### config.mk
export PLATFORM = sky130hd
export DESIGN_NAME = sra_arbiter
export DESIGN_NICKNAME = d
export VERILOG_FILES = /design/src/rtl/sra_arbiter.sv
export SDC_FILE = /design/constraint.sdc
export NUM_CORES = 1
export LEC_CHECK = 0
export BUFFER_PORTS_ARGS = -buffer_cell sky130_fd_sc_hd__buf_2
export CORE_AREA = 2 2 123 125
export CTS_BUF_LIST = sky130_fd_sc_hd__clkbuf_8
export DETAILED_ROUTE_END_ITERATION = 16
export DIE_AREA = 0 0 125 127
export PLACE_DENSITY = 0.55
export RECOVER_POWER = 50
export SLEW_MARGIN = 30
export SYNTH_ARGS = -nofsm -noshare
export SYNTH_HDL_FRONTEND = slang
export SYNTH_SLANG_ARGS = --single-unit
### constraint.sdc
create_clock -name clk -period 2 [get_ports clk]
set_input_delay 0.2 -clock clk [delete_from_list [all_inputs] [get_ports clk]]
set_output_delay 0.2 -clock clk [all_outputs]
set_load 0.01 [all_outputs]
### src/rtl/sra_arbiter.sv
`default_nettype none
// +----------------------------------------------------------------------------+
// | Module      : sra_arbiter                                                  |
// | Description : Round-robin arbiter sharing one sra slave port among         |
// |               NUM_REQ masters, one outstanding transaction, with timeout.  |
// | Revision    : 1.0  initial release                                         |
// +----------------------------------------------------------------------------+
module sra_arbiter #(
    parameter int NUM_REQ          = 4,
    parameter int DATA_WIDTH_BYTES = 4,
    parameter int ADDR_WIDTH       = 8,
    parameter int M_USER_BITS      = 2,
    parameter int S_USER_BITS      = 2,
    parameter int TIMEOUT_CYCLES   = 255
) (
    input  logic                                                clk,
    input  logic                                                rst_n,
    input  logic [NUM_REQ-1:0]                                  req_valid,
    output logic [NUM_REQ-1:0]                                  req_ready,
    input  logic [NUM_REQ*8*DATA_WIDTH_BYTES-1:0]               req_data,
    input  logic [NUM_REQ*(M_USER_BITS+ADDR_WIDTH)-1:0]         req_user,
    output logic [NUM_REQ-1:0]                                  rsp_valid,
    input  logic [NUM_REQ-1:0]                                  rsp_ready,
    output logic [8*DATA_WIDTH_BYTES-1:0]                       rsp_data,
    output logic [S_USER_BITS+ADDR_WIDTH-1:0]                   rsp_user,
    output logic                                                rsp_err,
    output logic                                                m_valid,
    input  logic                                                m_ready,
    output logic [8*DATA_WIDTH_BYTES-1:0]                       m_data,
    output logic [M_USER_BITS+ADDR_WIDTH-1:0]                   m_user,
    input  logic                                                s_valid,
    output logic                                                s_ready,
    input  logic [8*DATA_WIDTH_BYTES-1:0]                       s_data,
    input  logic [S_USER_BITS+ADDR_WIDTH-1:0]                   s_user,
    output logic                                                busy,
    output logic                                                stray_rsp
);

    localparam int DW         = 8*DATA_WIDTH_BYTES;
    localparam int UM         = M_USER_BITS + ADDR_WIDTH;
    localparam int US         = S_USER_BITS + ADDR_WIDTH;
    localparam int IDX_W      = (NUM_REQ > 1) ? $clog2(NUM_REQ) : 1;
    localparam int TMR_W      = (TIMEOUT_CYCLES > 0) ? $clog2(TIMEOUT_CYCLES + 1) : 1;
    localparam int TMR_LAST_I = (TIMEOUT_CYCLES > 0) ? (TIMEOUT_CYCLES - 1) : 0;

    localparam logic [IDX_W-1:0] LAST_IDX    = IDX_W'(NUM_REQ - 1);
    localparam logic [TMR_W-1:0] TMR_LAST    = TMR_W'(TMR_LAST_I);
    localparam logic [TMR_W-1:0] TMR_MAX     = {TMR_W{1'b1}};
    localparam logic             TIMEOUT_EN  = (TIMEOUT_CYCLES != 0);

    localparam logic [1:0] ST_IDLE = 2'd0;
    localparam logic [1:0] ST_REQ  = 2'd1;
    localparam logic [1:0] ST_RESP = 2'd2;
    localparam logic [1:0] ST_TERR = 2'd3;

    logic [1:0]       state_q, state_d;
    logic [IDX_W-1:0] ptr_q,   ptr_d;
    logic [IDX_W-1:0] owner_q, owner_d;
    logic [TMR_W-1:0] timer_q, timer_d;
    logic             stray_q, stray_d;

    logic             pick_found;
    logic [IDX_W-1:0] pick_idx;
    logic [IDX_W-1:0] owner_next;
    logic [DW-1:0]    owner_data;
    logic [UM-1:0]    owner_user;
    logic             rsp_hs;

    // Rotating priority search: first requester at or after the pointer, wrapping.
    always_comb begin
        int cand;
        pick_found = 1'b0;
        pick_idx   = '0;
        cand       = 0;
        for (int k = 0; k < NUM_REQ; k++) begin
            cand = int'(ptr_q) + k;
            if (cand >= NUM_REQ) begin
                cand = cand - NUM_REQ;
            end
            if (!pick_found && req_valid[cand]) begin
                pick_found = 1'b1;
                pick_idx   = IDX_W'(cand);
            end
        end
    end

    assign owner_next = (owner_q == LAST_IDX) ? '0 : owner_q + 1'b1;
    assign owner_data = req_data[owner_q*DW +: DW];
    assign owner_user = req_user[owner_q*UM +: UM];
    assign rsp_hs     = s_valid && rsp_ready[owner_q];

    always_ff @(posedge clk or negedge rst_n) begin
        if (!rst_n) begin
            state_q <= ST_IDLE;
            ptr_q   <= '0;
            owner_q <= '0;
            timer_q <= '0;
            stray_q <= 1'b0;
        end else begin
            state_q <= state_d;
            ptr_q   <= ptr_d;
            owner_q <= owner_d;
            timer_q <= timer_d;
            stray_q <= stray_d;
        end
    end

    always_comb begin
        state_d = state_q;
        ptr_d   = ptr_q;
        owner_d = owner_q;
        timer_d = timer_q;
        // Outside RESP the slave port is always ready, so any beat there is dropped.
        stray_d = s_valid && (state_q != ST_RESP);
        case (state_q)
            ST_IDLE: begin
                if (pick_found) begin
                    owner_d = pick_idx;
                    state_d = ST_REQ;
                end
            end
            ST_REQ: begin
                if (m_ready) begin
                    ptr_d   = owner_next;
                    timer_d = '0;
                    state_d = ST_RESP;
                end
            end
            ST_RESP: begin
                // A handshake in the expiry cycle takes precedence over the timeout.
                if (rsp_hs) begin
                    state_d = ST_IDLE;
                end else begin
                    if (timer_q != TMR_MAX) begin
                        timer_d = timer_q + 1'b1;
                    end
                    if (TIMEOUT_EN && (timer_q == TMR_LAST)) begin
                        state_d = ST_TERR;
                    end
                end
            end
            ST_TERR: begin
                if (rsp_ready[owner_q]) begin
                    state_d = ST_IDLE;
                end
            end
            default: begin
                state_d = ST_IDLE;
            end
        endcase
    end

    always_comb begin
        req_ready = '0;
        rsp_valid = '0;
        rsp_data  = '0;
        rsp_user  = '0;
        rsp_err   = 1'b0;
        m_valid   = 1'b0;
        m_data    = '0;
        m_user    = '0;
        s_ready   = 1'b1;
        busy      = 1'b0;
        case (state_q)
            ST_REQ: begin
                busy               = 1'b1;
                m_valid            = 1'b1;
                m_data             = owner_data;
                m_user             = owner_user;
                req_ready[owner_q] = m_ready;
            end
            ST_RESP: begin
                busy               = 1'b1;
                rsp_valid[owner_q] = s_valid;
                rsp_data           = s_data;
                rsp_user           = US'(s_user);
                s_ready            = rsp_ready[owner_q];
            end
            ST_TERR: begin
                busy               = 1'b1;
                rsp_valid[owner_q] = 1'b1;
                rsp_err            = 1'b1;
            end
            default: begin
                busy               = 1'b0;
            end
        endcase
    end

    assign stray_rsp = stray_q;

endmodule
`default_nettype wire

==> results <==
- The congestion estimate from routability-driven global placement came to 0.832.
- By area the synthesized netlist is led by sky130_fd_sc_hd__mux4_2, sky130_fd_sc_hd__and2_1, sky130_fd_sc_hd__dfrtp_1.
- The instance count of the mapped netlist is 255.
- The depth of the worst register-to-register path is 4.
- Summing over every cut layer, the via total after detailed routing is 3367.
- The post-route cell area is 0.00469 mm².
- The number of top-level design ports is 319.
- The final routed DRC violation total is 0.
- In this run the worst path has a maximum fanout of 15.
- Port buffering added 318 buffers.
- The fraction of the cycle the final worst path needs is 99.1%.
- The critical path launch point type is a register.
- The worst setup path is of the reg2out kind.
- Data on the critical path arrives at its endpoint at 1780 ps.
- Power spread over the standard cell area amounts to roughly 1100 mW/mm².
- On the final layout, the worst clock skew is 4.67 ps.
- By instance count, the leading cell after synthesis is sky130_fd_sc_hd__and2_1.
- The setup-violating endpoint count in the final report is 0.
- The number of max-cap violations is 0.
- Wires add up to roughly 12 mm.
- Of the synthesized area, sequential elements account for 14.5%.
- In this run the critical register-to-register path is captured at timer_q[4].
- The post-route worst setup slack is around 17 ps.
- The clock latency of the later-clocked register in the worst-skew pair is 250 ps.
- The Yosys step of the flow raised 0 warnings.
- The area growth from synthesis to layout is 80.8%.
- The clock passes through at most 2 buffers.
- The initial antenna violation count is 3.
- Across the VDD grid, the largest voltage drop is 0.335 mV.
- Together, buffers and inverters on the worst path number 2.
- STA classifies the critical path endpoint as an output pin.
- For the finished layout, the period the worst path requires is between 1500 and 2000 ps.
- After the first detailed-routing iteration, the DRC count stood at 111.
- The share of synthesized area in the top cell type comes to a little under two fifths.
- The register clock-pin slew on the reported worst setup and hold paths is 60 ps.
- The horizontal extent of the die is 125 µm.
- After detailed routing, the number of vias per cell comes to between 4 and 5.
- The overall fraction of global-route tracks in use is 14.0%.
- The tree is rooted in a sky130_fd_sc_hd__clkbuf_8.
- The average wire length per cell after detail routing is 16.0 µm.
- The first-pass GRT wire length is ~18 mm.
- In this run the static leakage power is approximately 2.5 nW.
- For the pin with the worst max-slew slack, the measured transition is 866 ps.
- The die footprint is roughly 0.016 mm².
- The number of non-filler instances in the completed layout is 753.
- The estimated wirelength of the detail-placed design is 10.4 mm.
- The area after detailed placement is 0.00440 mm².
- The layout net count is 795.
- The cell class contributing the biggest share of worst-path delay is multiplexers.
- The number of global-route vias before repair came to ~3500.
- The hold path startpoint is s_valid.
- In this run the worst hold path is classified as in2reg.
- The overall power consumption is a little over 0.005 W.
- After synthesis, the share of flip-flops with an asynchronous set or reset is 100%.
- The average footprint of a synthesized cell is between 10 and 15 µm².
- TritonCTS built the clock tree.
- The critical path data required time is 1800 ps.
- The number of placed instances with taps included is 743.
- The number of max-slew violations in the final report is 0.
- The number of nets in the synthesized netlist is 483.
- The first-pass iteration count of the detailed router is 4.
- The biggest area contributor in the post-synthesis netlist is sky130_fd_sc_hd__mux4_2.
- Setup repair after global routing could not meet its margin everywhere.
- The leftover overflow at the end of global routing is 0.
- The initial core utilization is 18.0%.
- The worst slew margin relative to its limit is 42.3%.
- The die is 127 µm tall.
- By count the netlist is led by sky130_fd_sc_hd__and2_1, sky130_fd_sc_hd__mux4_2, sky130_fd_sc_hd__clkbuf_1.
- The number of clock sinks is 15.
- The mapped netlist covers 0.00259 mm².
- The flow ran to the end, and the final reports show no timing, DRC or antenna violations.
- The final-layout fill cell count is around 1500.
- The area of the placeable core is 0.0144 mm².
- In this run, synthesis inferred 0 flip-flops with an integrated enable.
- Clock tree synthesis inserted a total of 3 buffers.
- Once layout is complete, the utilization of the core stands at between 30 and 40%.
- The detail route stage leaves a number of antenna-violating nets equal to 0.
- The pin count of the biggest net entering global routing is 45.
- The post-synthesis register bit count is 15.
- For this run, the top clock speed supported by timing is a little over 500 MHz.
- The most common flop cell mapped by yosys is sky130_fd_sc_hd__dfrtp_1.
- The end of the worst hold path is stray_rsp.
- The number of different library cells used by synthesis comes to 36.
- On the worst path, the slowest cell contributes a delay of between 500 and 600 ps.
- The worst hold path was traced through 2 stages.
- The critical path goes through clkbuf_16 -> mux4_2 -> and2_4 -> buf_6.
- The number of H-tree branching levels is 1.
- The slowest stage of the critical path is the sky130_fd_sc_hd__mux4_2 cell.
- The startpoint of the worst register-to-register path is owner_q[0].
- The final-report hold violation count is 0.
- The reg2reg setup slack is 120 ps.
- Row generation in the floorplan step produced 44 rows.
- In the final layout, the share of cells above drive strength 1 is a little under three quarters.
- OpenSTA, run right after detailed placement, puts the worst setup slack at about 200 ps.
[where the power goes]
group          internal, W  switching, W  total, W
logic              0.00235       0.00191   0.00426
registers         0.000416      0.000144  0.000560
clock network     0.000138      0.000104  0.000242
total              0.00291       0.00216   0.00507
[layout make-up]
type,count,area (µm²),area share [%]
multi-input cells,208,2140,45.7
repair buffers,330,1850,39.5
flip-flops and latches,15,380,8.11
well taps,184,230,4.91
clock buffers,3,41.3,0.880
inverters,9,33.8,0.720
diodes,3,7.51,0.160
clock inverters,1,5.00,0.107
[flip-flops by register name, summed over array words and instances (netlist names)]
register / flops
owner_q: 2
ptr_q: 2
state_q: 2
stray_rsp: 1
timer_q: 8
[how the worst max path moves through the flow]
stage | start | to | cells past startpoint
2_1_floorplan | owner_q[0] | timer_q[4] | 6
3_3_place_gp | owner_q[0] | timer_q[4] | 4
3_5_place_dp | owner_q[0] | timer_q[4] | 4
4_1_cts | owner_q[0] | m_data[28] | 4
5_1_grt | owner_q[0] | m_data[15] | 4
6_report | owner_q[0] | m_user[0] | 4
[per-stage QoR]
step	hold WS [ps]	setup TNS [ps]
floorplan	-95.6	0
global placement	130	0
detailed placement	132	0
CTS	228	-484
global route	227	-1130
finish	234	0
[kinds of logic after synthesis]
logic type,Yosys count,synth area share (%)
and+or+nand+nor,130,31.1
muxes,54,41.7
buffers and inverters,32,5.40
AOI/OAI and AO/OA,18,4.53
DFF,15,14.5
adders and majority gates,6,2.89
[worst reg2reg max path, delay by kind of cell (launching register included)]
kind          cells  cell delay [ps]
flops             1              490
mux               2              800
simple gates      2              510
[cell usage in the layout, fill, tap and decap left out, types with 2 or more instances in the layout]
master                     Yosys  layout
sky130_fd_sc_hd__a21oi_1       4       4
sky130_fd_sc_hd__and2_1       86      62
sky130_fd_sc_hd__and2_4        1      24
sky130_fd_sc_hd__and3_1        9       9
sky130_fd_sc_hd__buf_2         4     295
sky130_fd_sc_hd__buf_4         0       7
sky130_fd_sc_hd__buf_6         2      20
sky130_fd_sc_hd__clkbuf_1     16       4
sky130_fd_sc_hd__clkbuf_8      0       3
sky130_fd_sc_hd__dfrtp_1      15      13
sky130_fd_sc_hd__diode_2       0       3
sky130_fd_sc_hd__ha_1          6       6
sky130_fd_sc_hd__inv_1         9       9
sky130_fd_sc_hd__mux2i_1       9       9
sky130_fd_sc_hd__mux4_2       43      43
sky130_fd_sc_hd__nand2_1      12      12
sky130_fd_sc_hd__nand2b_1      3       3
sky130_fd_sc_hd__nand3_1       5       5
sky130_fd_sc_hd__nor2_1        3       3
sky130_fd_sc_hd__nor2b_2       0       2
sky130_fd_sc_hd__o21ai_0       5       5
sky130_fd_sc_hd__o31ai_1       2       2
sky130_fd_sc_hd__or2_2         2       2
[per-layer routing]
metal  global-route usage (%)  vias up  wire length [µm]
met5                        0        -                 0
met2                     28.2      225              6600
met4                     4.71        0               295
met3                     2.89       16               931
met1                     14.1     1567              4220
li1                         -     1559                 -
[timing repair]
item | in CTS | in global routing
cloned | 0 | 1
setup endpoints to repair | 40 | 42
pin swaps | 0 | 2
hold buffers | 1 | 0
endpoints found under the hold margin | 15 | 0
gates resized for setup | 9 | 38
setup buffers | 0 | 1
(Power assumes the default switching activity.)
